<file path="src/rtl/agex_pkg.sv">
// agex_pkg: shared constants and types for the agex_mem_exec stage.
//   aluk_* : ALU operation codes as presented on the aluk port
//   state_e: sequencing states of agex_mem_exec
//   MOD_* / RM_*: ModRM field values that steer effective-address formation
//   FLG_*  : bit positions inside the 4-bit {OF,SF,ZF,CF} flag vector
package agex_pkg;

   localparam logic [2:0] ALU_ADD = 3'b000;
   localparam logic [2:0] ALU_OR  = 3'b001;
   localparam logic [2:0] ALU_AND = 3'b010;
   localparam logic [2:0] ALU_XOR = 3'b011;
   localparam logic [2:0] ALU_SUB = 3'b100;
   localparam logic [2:0] ALU_SHL = 3'b101;
   localparam logic [2:0] ALU_SHR = 3'b110;
   localparam logic [2:0] ALU_SAR = 3'b111;

   localparam logic [1:0] MOD_IND    = 2'b00;
   localparam logic [1:0] MOD_DISP8  = 2'b01;
   localparam logic [1:0] MOD_DISP32 = 2'b10;
   localparam logic [1:0] MOD_REG    = 2'b11;

   localparam logic [2:0] RM_SIB    = 3'b100;
   localparam logic [2:0] RM_DISP32 = 3'b101;

   localparam int FLG_CF = 0;
   localparam int FLG_ZF = 1;
   localparam int FLG_SF = 2;
   localparam int FLG_OF = 3;

   typedef enum logic [2:0] {
      S_IDLE = 3'd0,
      S_RD   = 3'd1,
      S_EX   = 3'd2,
      S_WR   = 3'd3,
      S_RSP  = 3'd4
   } state_e;

endpackage

</file>
<file path="src/rtl/agex_alu.sv">
// agex_alu: combinational DATA_W ALU and shifter.
//   aluk   in  3       operation code (agex_pkg ALU_*)
//   op_d   in  DATA_W  destination operand (left-hand side)
//   op_s   in  DATA_W  source operand / shift count in low bits
//   result out DATA_W  op_d <op> op_s
//   flags  out 4       {OF,SF,ZF,CF}
module agex_alu
   import agex_pkg::*;
#(
   parameter int DATA_W = 32
) (
   input  logic [2:0]        aluk,
   input  logic [DATA_W-1:0] op_d,
   input  logic [DATA_W-1:0] op_s,
   output logic [DATA_W-1:0] result,
   output logic [3:0]        flags
);

   localparam int SH_W = $clog2(DATA_W);
   localparam int MSB  = DATA_W - 1;

   logic [SH_W-1:0]    cnt;
   logic [DATA_W:0]    wide;
   logic signed [DATA_W:0] sar_w;
   logic               cf;
   logic               of;

   always_comb begin
      cnt    = op_s[SH_W-1:0];
      wide   = '0;
      sar_w  = '0;
      cf     = 1'b0;
      of     = 1'b0;
      result = '0;
      case (aluk)
         ALU_ADD: begin
            wide   = {1'b0, op_d} + {1'b0, op_s};
            result = wide[DATA_W-1:0];
            cf     = wide[DATA_W];
            of     = (op_d[MSB] == op_s[MSB]) && (result[MSB] != op_d[MSB]);
         end
         ALU_SUB: begin
            wide   = {1'b0, op_d} - {1'b0, op_s};
            result = wide[DATA_W-1:0];
            cf     = wide[DATA_W];
            of     = (op_d[MSB] != op_s[MSB]) && (result[MSB] != op_d[MSB]);
         end
         ALU_OR:  result = op_d | op_s;
         ALU_AND: result = op_d & op_s;
         ALU_XOR: result = op_d ^ op_s;
         // Shifts carry one guard bit so the last bit shifted out lands in
         // the guard position; a zero count leaves the guard bit at 0.
         ALU_SHL: begin
            wide   = {1'b0, op_d} << cnt;
            result = wide[DATA_W-1:0];
            cf     = wide[DATA_W];
         end
         ALU_SHR: begin
            wide   = {op_d, 1'b0} >> cnt;
            result = wide[DATA_W:1];
            cf     = wide[0];
         end
         ALU_SAR: begin
            sar_w  = $signed({op_d, 1'b0}) >>> cnt;
            result = sar_w[DATA_W:1];
            cf     = sar_w[0];
         end
         default: result = '0;
      endcase
      flags         = '0;
      flags[FLG_CF] = cf;
      flags[FLG_ZF] = (result == '0);
      flags[FLG_SF] = result[MSB];
      flags[FLG_OF] = of;
   end

endmodule

</file>
<file path="src/rtl/agex_mem_exec.sv">
// agex_mem_exec: address-generation / execute stage for one ModRM-form ALU op.
// Forms the effective address, fetches a memory operand over mem_req/mem_ack,
// executes via agex_alu, then writes back to memory (RMW) or returns the result.
//   clk, rst (sync, active-high)
//   in_valid/in_ready, mod, rm, aluk, mem_dst, use_imm, base_val, dst_val,
//   src_val, disp, imm, sib_index, sib_scale : instruction input
//   mem_req, mem_we, mem_addr, mem_wdata, mem_rdata, mem_ack : memory bus
//   out_valid/out_ready, out_data, out_flags {OF,SF,ZF,CF} : result output
// Build option AGEX_SIB_EN: rm=100 with mod!=11 adds sib_index<<sib_scale to EA.
//
// state | meaning
// IDLE  | waiting for an instruction, in_ready high
// RD    | memory operand read outstanding
// EX    | ALU evaluates latched operands
// WR    | RMW write-back outstanding
// RSP   | result held on out_* until out_ready
module agex_mem_exec
   import agex_pkg::*;
#(
   parameter int DATA_W = 32,
   parameter int ADDR_W = 32
) (
   input  logic              clk,
   input  logic              rst,
   input  logic              in_valid,
   output logic              in_ready,
   input  logic [1:0]        mod,
   input  logic [2:0]        rm,
   input  logic [2:0]        aluk,
   input  logic              mem_dst,
   input  logic              use_imm,
   input  logic [ADDR_W-1:0] base_val,
   input  logic [DATA_W-1:0] dst_val,
   input  logic [DATA_W-1:0] src_val,
   input  logic [31:0]       disp,
   input  logic [DATA_W-1:0] imm,
   input  logic [ADDR_W-1:0] sib_index,
   input  logic [1:0]        sib_scale,
   output logic              mem_req,
   output logic              mem_we,
   output logic [ADDR_W-1:0] mem_addr,
   output logic [DATA_W-1:0] mem_wdata,
   input  logic [DATA_W-1:0] mem_rdata,
   input  logic              mem_ack,
   output logic              out_valid,
   input  logic              out_ready,
   output logic [DATA_W-1:0] out_data,
   output logic [3:0]        out_flags
);

   state_e            state_q, state_d;
   logic              mem_op_q, mem_op_d;
   logic              mem_dst_q, mem_dst_d;
   logic              use_imm_q, use_imm_d;
   logic [2:0]        aluk_q, aluk_d;
   logic [DATA_W-1:0] dst_q, dst_d;
   logic [DATA_W-1:0] src_q, src_d;
   logic [DATA_W-1:0] imm_q, imm_d;
   logic [DATA_W-1:0] rdata_q, rdata_d;
   logic              mem_req_q, mem_req_d;
   logic              mem_we_q, mem_we_d;
   logic [ADDR_W-1:0] mem_addr_q, mem_addr_d;
   logic [DATA_W-1:0] mem_wdata_q, mem_wdata_d;
   logic              out_valid_q, out_valid_d;
   logic [DATA_W-1:0] out_data_q, out_data_d;
   logic [3:0]        out_flags_q, out_flags_d;

   logic [ADDR_W-1:0] disp_a;
   logic [ADDR_W-1:0] disp8_a;
   logic [ADDR_W-1:0] ea;
   logic [DATA_W-1:0] op_d;
   logic [DATA_W-1:0] op_s;
   logic [DATA_W-1:0] alu_res;
   logic [3:0]        alu_flags;

   always_comb begin
      disp_a  = ADDR_W'(disp);
      disp8_a = {{(ADDR_W-8){disp[7]}}, disp[7:0]};
      case (mod)
         MOD_IND:    ea = (rm == RM_DISP32) ? disp_a : base_val;
         MOD_DISP8:  ea = base_val + disp8_a;
         MOD_DISP32: ea = base_val + disp_a;
         default:    ea = base_val;
      endcase
`ifdef AGEX_SIB_EN
      if (mod != MOD_REG && rm == RM_SIB)
         ea = ea + (sib_index << sib_scale);
`endif
   end

`ifndef AGEX_SIB_EN
   logic unused_sib;
   assign unused_sib = ^{sib_index, sib_scale};
`endif

   // Memory data is the destination for RMW, otherwise it is the source
   // unless an immediate overrides it.
   assign op_d = mem_dst_q ? rdata_q : dst_q;
   assign op_s = use_imm_q ? imm_q : (mem_op_q && !mem_dst_q) ? rdata_q : src_q;

   agex_alu #(.DATA_W(DATA_W)) u_alu (
      .aluk   (aluk_q),
      .op_d   (op_d),
      .op_s   (op_s),
      .result (alu_res),
      .flags  (alu_flags)
   );

   always_comb begin
      state_d     = state_q;
      mem_op_d    = mem_op_q;
      mem_dst_d   = mem_dst_q;
      use_imm_d   = use_imm_q;
      aluk_d      = aluk_q;
      dst_d       = dst_q;
      src_d       = src_q;
      imm_d       = imm_q;
      rdata_d     = rdata_q;
      mem_req_d   = mem_req_q;
      mem_we_d    = mem_we_q;
      mem_addr_d  = mem_addr_q;
      mem_wdata_d = mem_wdata_q;
      out_valid_d = out_valid_q;
      out_data_d  = out_data_q;
      out_flags_d = out_flags_q;
      case (state_q)
         S_IDLE: if (in_valid) begin
            mem_op_d  = (mod != MOD_REG);
            mem_dst_d = mem_dst && (mod != MOD_REG);
            use_imm_d = use_imm;
            aluk_d    = aluk;
            dst_d     = dst_val;
            src_d     = src_val;
            imm_d     = imm;
            if (mod != MOD_REG) begin
               mem_req_d  = 1'b1;
               mem_we_d   = 1'b0;
               mem_addr_d = ea;
               state_d    = S_RD;
            end else begin
               state_d = S_EX;
            end
         end
         S_RD: if (mem_ack) begin
            rdata_d   = mem_rdata;
            mem_req_d = 1'b0;
            state_d   = S_EX;
         end
         S_EX: begin
            out_data_d  = alu_res;
            out_flags_d = alu_flags;
            if (mem_dst_q) begin
               mem_req_d   = 1'b1;
               mem_we_d    = 1'b1;
               mem_wdata_d = alu_res;
               state_d     = S_WR;
            end else begin
               out_valid_d = 1'b1;
               state_d     = S_RSP;
            end
         end
         S_WR: if (mem_ack) begin
            mem_req_d   = 1'b0;
            mem_we_d    = 1'b0;
            out_valid_d = 1'b1;
            state_d     = S_RSP;
         end
         S_RSP: if (out_ready) begin
            out_valid_d = 1'b0;
            state_d     = S_IDLE;
         end
         default: state_d = S_IDLE;
      endcase
   end

   always_ff @(posedge clk) begin
      if (rst) begin
         state_q     <= S_IDLE;
         mem_op_q    <= 1'b0;
         mem_dst_q   <= 1'b0;
         use_imm_q   <= 1'b0;
         aluk_q      <= '0;
         dst_q       <= '0;
         src_q       <= '0;
         imm_q       <= '0;
         rdata_q     <= '0;
         mem_req_q   <= 1'b0;
         mem_we_q    <= 1'b0;
         mem_addr_q  <= '0;
         mem_wdata_q <= '0;
         out_valid_q <= 1'b0;
         out_data_q  <= '0;
         out_flags_q <= '0;
      end else begin
         state_q     <= state_d;
         mem_op_q    <= mem_op_d;
         mem_dst_q   <= mem_dst_d;
         use_imm_q   <= use_imm_d;
         aluk_q      <= aluk_d;
         dst_q       <= dst_d;
         src_q       <= src_d;
         imm_q       <= imm_d;
         rdata_q     <= rdata_d;
         mem_req_q   <= mem_req_d;
         mem_we_q    <= mem_we_d;
         mem_addr_q  <= mem_addr_d;
         mem_wdata_q <= mem_wdata_d;
         out_valid_q <= out_valid_d;
         out_data_q  <= out_data_d;
         out_flags_q <= out_flags_d;
      end
   end

   assign in_ready  = (state_q == S_IDLE);
   assign mem_req   = mem_req_q;
   assign mem_we    = mem_we_q;
   assign mem_addr  = mem_addr_q;
   assign mem_wdata = mem_wdata_q;
   assign out_valid = out_valid_q;
   assign out_data  = out_data_q;
   assign out_flags = out_flags_q;

endmodule

</file>
<file path="config.mk">
export PLATFORM = sky130hd
export DESIGN_NAME = agex_mem_exec
export DESIGN_NICKNAME = d
export VERILOG_FILES = /design/src/rtl/agex_pkg.sv /design/src/rtl/agex_alu.sv /design/src/rtl/agex_mem_exec.sv
export SDC_FILE = /design/constraint.sdc
export NUM_CORES = 1
export LEC_CHECK = 0
export CAP_MARGIN = 40
export CORE_ASPECT_RATIO = 1.1
export CORE_MARGIN = 2
export CORE_UTILIZATION = 51
export DETAILED_ROUTE_END_ITERATION = 12
export PLACE_DENSITY = 0.81
export SLEW_MARGIN = 20
export SYNTH_ARGS = -nofsm -noshare
export SYNTH_HDL_FRONTEND = slang
export SYNTH_HIERARCHICAL = 1
export SYNTH_SLANG_ARGS = --single-unit
</file>
<file path="constraint.sdc">
create_clock -name clk -period 11.8 [get_ports clk]
set_clock_uncertainty 0.15 [all_clocks]
set_input_delay 2.36 -clock clk [delete_from_list [all_inputs] [get_ports clk]]
set_output_delay 2.36 -clock clk [all_outputs]
set_load 0.01 [all_outputs]
</file>
== Yosys cells after proc, flatten, opt, wreduce, memory -nomap -nowiden ==
Cells that the tools add are included.
Cells by class
  add/subtract/negate cells: 4
  eq/ne operators: 27
  shifts and indexed selects: 3
  multiplexer cells: 27
  bitwise gates (word level): 3
  reductions and logical operators: 21
Operators with widths (number)
  $pmux W32 S8: 1
  $mux W32: 4
  $pmux W32 S3: 1
  $add A32 B32 Y32: 2
  $add A32 B32 Y33: 1
  $shl A32 B5 Y33: 1
  $shr A33 B5 Y33: 1
  $sshr A33 B5 Y33: 1
  $sub A32 B32 Y33: 1
  $and A32 B32 Y32: 1
  $logic_not A32 Y1: 1
  $or A32 B32 Y32: 1
  $xor A32 B32 Y32: 1
  $eq A3 B3 Y1 const B: 6
  $mux W3: 5
  $pmux W3 S5: 1
  $ne A2 B2 Y1 const B: 7
  $eq A3 B2 Y1 const B: 4
  $reduce_and A5 Y1: 2
  $mux W1: 9
  $pmux W1 S3: 3
  $reduce_bool A3 Y1: 3
  $reduce_and A4 Y1: 2
  $eq A3 B1 Y1 const B: 2
  15 further kinds: 24
Storage, ports and cells
  register bits after elaboration: 240
  input bits: 241
  output and inout port bits: 104
  logic and storage cells: 101

== Logic depth before layout (Yosys ltp) ==
Gate-level depths: netlist (run 1).
  word-level depth: 8
  mapped depth: 26
  depth with buffers taken out: 19

== Cells and area by module ==
Netlist (run 1), hierarchy kept.
By module, submodules not included
  agex_mem_exec: times used 1, cells an instance 1608, area an instance 12119.1 um^2, sequential area each 4804.6 um^2
  agex_alu: times used 1, cells an instance 1363, area an instance 9656.8 um^2, sequential area each 0.0 um^2

== Worst setup path before layout (run 1) ==
OpenSTA, ideal clock, no wires.
  path type: register to register
  start: register mem_op_q
  end: register out_flags_q[1], in the netlist out_flags[1]
  library setup time: 0.070 ns
  arrival time: 6.086 ns
  data required time: 11.580 ns
  setup slack: 5.494 ns
  cell stages (with the launch flop): 26
  buffers on the path: 7
  period minus slack after synthesis: 6.306 ns
  cells stage by stage: dfxtp_1 > nor2b_1 > clkbuf_1 > buf_1 > mux2i_1 > o21ai_0 > buf_2 > inv_2 > clkbuf_1 > clkbuf_1 > clkbuf_1 > ha_1 > clkbuf_1 > nor3_1 > nand2_1 > a211oi_1 > nor2_1 > or4_1 > nand3b_1 > nand4_1 > o2111ai_1 > or4b_2 > nor4_1 > and4b_1 > nand2_1 > a21oi_1
Between the ends
  longest elaborated chain between the ends: 6
  elaborated cells on any way between the ends: 13
  classes of those cells: 2 x add/sub; 3 x shift; 3 x mux; 3 x bitwise; 2 x reduce/logical
RTL lines
  start: declaration: line agex_mem_exec.sv:52  | logic mem_op_q, mem_op_d;
  start signal: assignment: line agex_mem_exec.sv:196  | mem_op_q <= mem_op_d;
  $logic_and A1 B1 Y1 *: line agex_mem_exec.sv:99  | assign op_s = use_imm_q ? imm_q : (mem_op_q && !mem_dst_q) ? rdata_q : src_q;
  $mux W32 * (2 in series): line agex_mem_exec.sv:99
  named net op_s[2]: line agex_mem_exec.sv:72  | logic [DATA_W-1:0] op_s;
  $sub A32 B32 Y33, or another cell as far along: line agex_alu.sv:43  | wide = {1'b0, op_d} - {1'b0, op_s};
  $pmux W32 S8 *: line agex_alu.sv:35  | case (aluk)
  named net alu_res[15]: line agex_mem_exec.sv:73  | logic [DATA_W-1:0] alu_res;
  $logic_not A32 Y1 *: line agex_alu.sv:72  | flags[FLG_ZF] = (result == '0);
  named net alu_flags[1]: line agex_mem_exec.sv:74  | logic [3:0] alu_flags;
  end signal: assignment: line agex_mem_exec.sv:210  | out_flags_q <= out_flags_d;
  end: declaration: line agex_mem_exec.sv:66  | logic [3:0] out_flags_q, out_flags_d;
The timed path passes the listed nets; every way through them passes the cells marked *.
A chain may end at the register's enable or synchronous reset.

== Final worst setup path (run 1) ==
Ends and elaborated chain as after synthesis.

==> metrics.txt, run 1 <==
setup ws final=4.67 ns; Avg Inst Size Synth=between 7 and 8 µm²; core area=approximately 42000 µm²; CP required=12.13 ns; syn_nets=about 3300; clock transition at the registers of the reported paths=0.07 ns; sequential area share after synthesis=between 20% and 30%; final core occ=61.6%; post_cts resized=0; worst path arrival time=7.46 ns; Netlist Area Pre-Place=approximately 22000 µm²; number of flops mapped to enable cells by yosys=0; post-route insts no fill=3715; Static Leak=9.87 nW; share of cells above drive strength 1=8.74%; first-pass GRT wire length=132000 µm; chip width=~200 µm; Total Power=3.79 mW; Num CTS Buffers=27; unique cell type count in the Yosys netlist=between 90 and 100; Crit Path Max Fanout=56; Yosys reg bits=240; most common cell in the synthesized netlist=nand2_1; Initial Util=51.6%; clk sinks=240; P&R area growth vs syn=19.4%; Worst-Skew Late Latency=0.57 ns; aggregate global routing overflow=0; Detail Route Antenna Nets=0; maximum vdd ir drop=0.000118 V; GRT Total Usage=37.6%; hold slack=0.301 ns; synth top area cells=dfxtp_1 22%, nand2_1 11%, a21oi_1 8.4%, ha_1 7.7%, mux2i_1 5.2%; clock root buffer=clkbuf_16; Pins Over Slew Limit=0; WS Path Type=flip-flop to flip-flop; post-CTS setup buffers=0; Max-slew headroom=37.2%; CTS H-tree lvls=1; hpwl dp=approximately 65000 µm; pre-CTS setup slack=4.88 ns; # hold bufs at CTS=0; DRT Wirelength=86600 µm; unrepaired setup endpoints after global routing=no; FILL cells=about 3800; # DRC=0; vias per cell=between 6 and 7; num ports=between 300 and 400; DR WL/cell=23.3 µm; placer's final routability congestion estimate=1.05; status=complete, no violations; Layout Nets=3506; fin crit share=60.4%; fin area=26000 µm²; pwr dens=146 nW/µm²; Synth Instances=2971; drt pass-1 iters=6; Clock Path Buffers=3; yosys warns=6; Final setup violation count=0; Vias=between 20000 and 25000; I/O Buffers=a little over 300; row count=79; classification of the worst-slack hold path=flip-flop to flip-flop; Synth top area share=~22%; DP Area=25100 µm²; Max Cap Viol=0; Top FF cell, synth=dfxtp_1; drt first-iter violations=2436; placed cells=3663; Hold Vio Cnt, Final=0; initial antenna violation count=11; setup TNS after final layout=0 ns; largest net degree at the start of global routing=just under 80; actual slew at the worst max-slew pin=0.937 ns; Commonest cells post-synth=642 x nand2_1, 366 x a21oi_1, 240 x dfxtp_1; nature of the critical path endpoint=flip-flop; Critical Path Start Type=flip-flop; FMAX=140 MHz; chip height=221 µm; CTS tree=done; Async SR Flop Fraction=0%; crit path time final=7.13 ns; Yosys top cell by area=dfxtp_1; vias in the first global route=between 20000 and 25000; die footprint=44400 µm²
-- placed cells by master, fill, tap and decap left out, types with 8 or more instances in the layout --
cell type | netlist | layout
nand4_1 | 17 | 17
or3_1 | 13 | 13
buf_4 | 10 | 32
nand3_1 | 40 | 40
o21bai_1 | 16 | 16
clkdlybuf4s50_1 | 0 | 309
ha_1 | 134 | 134
clkbuf_16 | 0 | 27
o31ai_1 | 14 | 14
nor4_1 | 15 | 15
nand2b_1 | 20 | 20
or4_1 | 12 | 12
and2_1 | 17 | 16
and3_1 | 16 | 15
nor2_1 | 181 | 181
a211o_1 | 8 | 8
o211ai_1 | 23 | 23
dfxtp_1 | 240 | 237
nand3b_1 | 9 | 9
mux4_2 | 50 | 50
a221oi_1 | 24 | 24
a211oi_1 | 28 | 28
mux2_2 | 86 | 86
a21oi_1 | 366 | 366
o22ai_1 | 33 | 33
a31oi_1 | 26 | 26
o21a_1 | 15 | 15
inv_1 | 113 | 113
mux2i_1 | 113 | 113
nor3_1 | 58 | 56
o21ai_0 | 140 | 135
xor2_1 | 11 | 11
nand2_1 | 642 | 641
a21o_1 | 47 | 47
xnor2_1 | 25 | 25
nor2b_1 | 16 | 15
o31a_1 | 10 | 10
-- critical path, stage by stage (launching register included) --
cell	delay, ns
dfxtp_1	0.33
nor2b_4	0.16
buf_4	0.51
mux2i_1	0.35
o21ai_4	0.06
buf_4	0.34
inv_2	0.10
buf_4	0.63
ha_1	0.45
nor3_1	0.22
nand2_1	0.17
a211oi_1	0.83
nor2_1	0.23
or4_1	0.57
nand3b_1	0.18
nand4_1	0.09
o2111ai_1	0.20
or4b_2	0.65
nor4_1	0.32
and4b_1	0.23
nand2_1	0.05
a21oi_1	0.14
-- worst paths after layout --
kind / slack [ns] / cells after the start / from / end
worst max-delay path: 4.67 / 21 / mem_op_q / out_flags[1]
worst min-delay path: 0.30 / 2 / out_data[23] / out_data[23]
worst min register to register: 0.30 / 2 / out_data[23] / out_data[23]
worst max register to register: 4.67 / 21 / mem_op_q / out_flags[1]
-- per-layer routing --
layer | global-route usage (%) | share of wire, % | vias up
met5 | 0 | 0.16 | -
li1 | - | - | 10911
met3 | 8.26 | 10 | 301
met2 | 63.4 | 46 | 1428
met4 | 19.1 | 5.6 | 20
met1 | 45.3 | 37 | 11282
-- layout make-up --
class / instances / area [µm²] / share of cell area [%]
sequential: 240 / 4810 / 18.5
antenna: 2 / 5.00 / 0.0193
multi-input combinational: 2387 / 15600 / 60.2
clock inverter: 11 / 145 / 0.558
tap: 567 / 709 / 2.73
clock buffer: 36 / 729 / 2.81
inverter: 116 / 435 / 1.68
timing repair buffer: 356 / 3520 / 13.5
-- cell families after synthesis --
group | synth area share (%)
mux | 14.9
fa+ha+maj | 7.98
flops | 22.1
compound gates | 24.7
simple gates | 22.4
xor+xnor | 1.45
buf+inv | 6.57
-- where the power goes --
| part | internal [mW] | switching (mW) |
|---|---|---|
| sequential | 0.895 | 0.0575 |
| clock | 0.498 | 0.352 |
| combinational | 0.738 | 1.25 |
| total | 2.13 | 1.66 |
-- registers in the layout, indices dropped and copies added, names as in the netlist, 3 cells and up --
register / cells
aluk_q: 3
dst_q: 32
imm_q: 32
mem_addr: 32
mem_wdata: 32
out_data: 32
out_flags: 4
rdata_q: 32
src_q: 32
state_q: 3
(Power assumes the default switching activity.)
==> run 2: changes to the inputs <==
clock period = 7.16 ns   (was 11.8 ns; I/O delays follow)
==> metrics.txt, run 2 (same netlist as run 1, synthesis figures left out) <==
status=complete, no violations (unchanged); Static Leak=10.1 nW (was 9.87 nW); row count=79 (unchanged); # hold bufs at CTS=0 (unchanged); initial antenna violation count=6 (was 11); crit path time final=6.48 ns (was 7.13 ns); Layout Nets=3543 (was 3506); GRT Total Usage=38.9% (was 37.6%); post_cts resized=0 (unchanged); setup TNS after final layout=0 ns (unchanged); placed cells=3701 (was 3663); Vias=23984 (was 23942); Max-slew headroom=33.0% (was 37.2%); vias in the first global route=22936 (was 22971); Total Power=6.31 mW (was 3.79 mW); Buf/Inv on CP=2 (was 4); # DRC=0 (unchanged); classification of the worst-slack hold path=flip-flop to flip-flop (unchanged); hpwl dp=68000 µm (was 64600 µm); vias per cell=6.40 (was 6.44); Sw Share=44.1% (was 43.8%); CP required=7.51 ns (was 12.13 ns); chip height=221 µm (unchanged); P&R area growth vs syn=20.5% (was 19.4%); Crit Path Max Fanout=13 (was 56); Pins Over Slew Limit=0 (unchanged); die footprint=44400 µm² (unchanged); placer's final routability congestion estimate=1.02 (was 1.05); Num CTS Buffers=27 (unchanged); cell-internal power=3.53 mW (was 2.13 mW); unrepaired setup endpoints after global routing=no (unchanged); # diodes=0 (was 2); Worst-Skew Late Latency=0.57 ns (about the same); I/O Buffers=310 (unchanged); worst path arrival time=6.82 ns (was 7.46 ns); core area=42200 µm² (unchanged); maximum vdd ir drop=0.000190 V (was 0.000118 V); first-pass GRT wire length=134000 µm (was 132000 µm); final core occ=62.2% (was 61.6%); CTS H-tree lvls=1 (unchanged); FMAX=154 MHz (was 140 MHz); CP delay by family, top=compound AO/OA/AOI/OAI gates (was simple AND/OR/NAND/NOR gates); sequential power share=25.0% (was 25.1%); fin crit share=90.4% (was 60.4%); most frequent cells in the layout=641 x nand2_1, 366 x a21oi_1, 309 x clkdlybuf4s50_1 (unchanged); clock transition at the registers of the reported paths=0.06 ns (was 0.07 ns); switching power=2.78 mW (was 1.66 mW); largest net degree at the start of global routing=117 (was 79); fin area=26200 µm² (was 26000 µm²); clock root buffer=clkbuf_16 (unchanged); nature of the critical path endpoint=flip-flop (unchanged); DRT Wirelength=89800 µm (was 86600 µm); post-CTS setup buffers=0 (unchanged); CP cell instances=nor2b_4, mux2i_1, o21ai_0, inv_1, ha_1, inv_1, a211oi_1, a21oi_1, o31ai_1, and2_1, o41a_1, o221ai_1, a211o_1, or4b_1, nor4_1, and4b_1, nand2_1, a21oi_1 (was nor2b_4, buf_4, mux2i_1, o21ai_4, buf_4, inv_2, buf_4, ha_1, nor3_1, nand2_1, a211oi_1, nor2_1, or4_1, nand3b_1, nand4_1, o2111ai_1, or4b_2, nor4_1, and4b_1, nand2_1, a21oi_1); combinational fraction of design power=53.3% (was 52.5%); Critical Path Start Type=flip-flop (unchanged); post-route insts no fill=3748 (was 3715); Initial Util=51.6% (unchanged); pwr dens=240 nW/µm² (was 146 nW/µm²); Crit-path slowest cell=o31ai_1 (was a211oi_1); slowest stage delay, CP=0.71 ns (was 0.83 ns); share of cells above drive strength 1=9.84% (was 8.74%); Final setup violation count=0 (unchanged); Detail Route Antenna Nets=0 (unchanged); actual slew at the worst max-slew pin=0.991 ns (was 0.937 ns); WS Path Type=flip-flop to flip-flop (unchanged); num ports=345 (unchanged); Max Cap Viol=0 (unchanged); Hold Vio Cnt, Final=0 (unchanged); CTS tree=done (unchanged); clk sinks=240 (unchanged); DR WL/cell=23.9 µm (was 23.3 µm); chip width=201 µm (unchanged); Clk pwr share=21.7% (was 22.4%); Clock Path Buffers=3 (unchanged); drt first-iter violations=2531 (was 2436); aggregate global routing overflow=0 (unchanged); DP Area=25300 µm² (was 25100 µm²); drt pass-1 iters=6 (unchanged); most common cell after layout, fill and taps aside=nand2_1 (unchanged)
==> run 2: changes by cell type in the layout (fill, tap and decap cells not counted), moves of 2 or more <==
cell | before | now
diode_2 | 2 | 0
clkbuf_1 | 7 | 5
bufinv_16 | 3 | 1
clkinvlp_4 | 3 | 1
buf_4 | 32 | 72
inv_8 | 0 | 2
==> run 2: layout make-up <==
cell class                 instances  area [µm²]
fill                            3810       16000
multi-input combinational       2387       15600
sequential                       240        4810
timing repair buffer             393        3810
clock buffer                      36         761
tap                              567         709
inverter                         116         435
clock inverter                     9        88.8
==> run 2: final timing paths <==
| path | depth (start not counted) | slack, ns | start | endpoint |
|---|---|---|---|---|
| worst max-delay path | 18 | 0.68 | mem_op_q | out_flags[1] |
| worst min-delay path | 2 | 0.30 | out_data[26] | out_data[26] |
| worst min register to register | 2 | 0.30 | out_data[26] | out_data[26] |
| worst max register to register | 18 | 0.68 | mem_op_q | out_flags[1] |
==> run 2: per-stage QoR <==
step	setup slack, ns	hold slack (ns)
floorplan	0.854	0.284
global placement	1.04	0.290
detailed placement	1.07	0.296
CTS	1.04	0.304
global route	0.361	0.312
finish	0.685	0.301
==> run 2: routing by layer <==
metal	vias to the layer above	global-route usage (%)	wire, µm	part of all wire [%]
met5	-	0	80	0.089
met4	12	21.2	5060	5.6
met1	11350	46.4	33900	38
met2	1364	67.1	42300	47
li1	10985	-	-	-
met3	273	6.63	8390	9.4
==> run 2: power by group through the flow <==
| stage | logic [mW] | clock network [mW] | registers (mW) |
|---|---|---|---|
| finish | 3.36 | 1.37 | 1.58 |
| global route | 3.57 | 1.43 | 1.59 |
| CTS | 3.26 | 1.38 | 1.58 |
| detailed placement | 3.24 | 0 | 1.60 |
| global placement | 3.19 | 0 | 1.60 |
| floorplan | 2.14 | 0 | 1.58 |
==> run 2: worst reg2reg max path, stage by stage, from the launching register on <==
cell      delay, ns
dfxtp_1        0.33
nor2b_4        0.45
mux2i_1        0.14
o21ai_0        0.53
inv_1          0.15
ha_1           0.55
inv_1          0.17
a211oi_1       0.64
a21oi_1        0.35
o31ai_1        0.71
and2_1         0.30
o41a_1         0.20
o221ai_1       0.11
a211o_1        0.32
or4b_1         0.53
nor4_1         0.34
and4b_1        0.25
nand2_1        0.05
a21oi_1        0.13
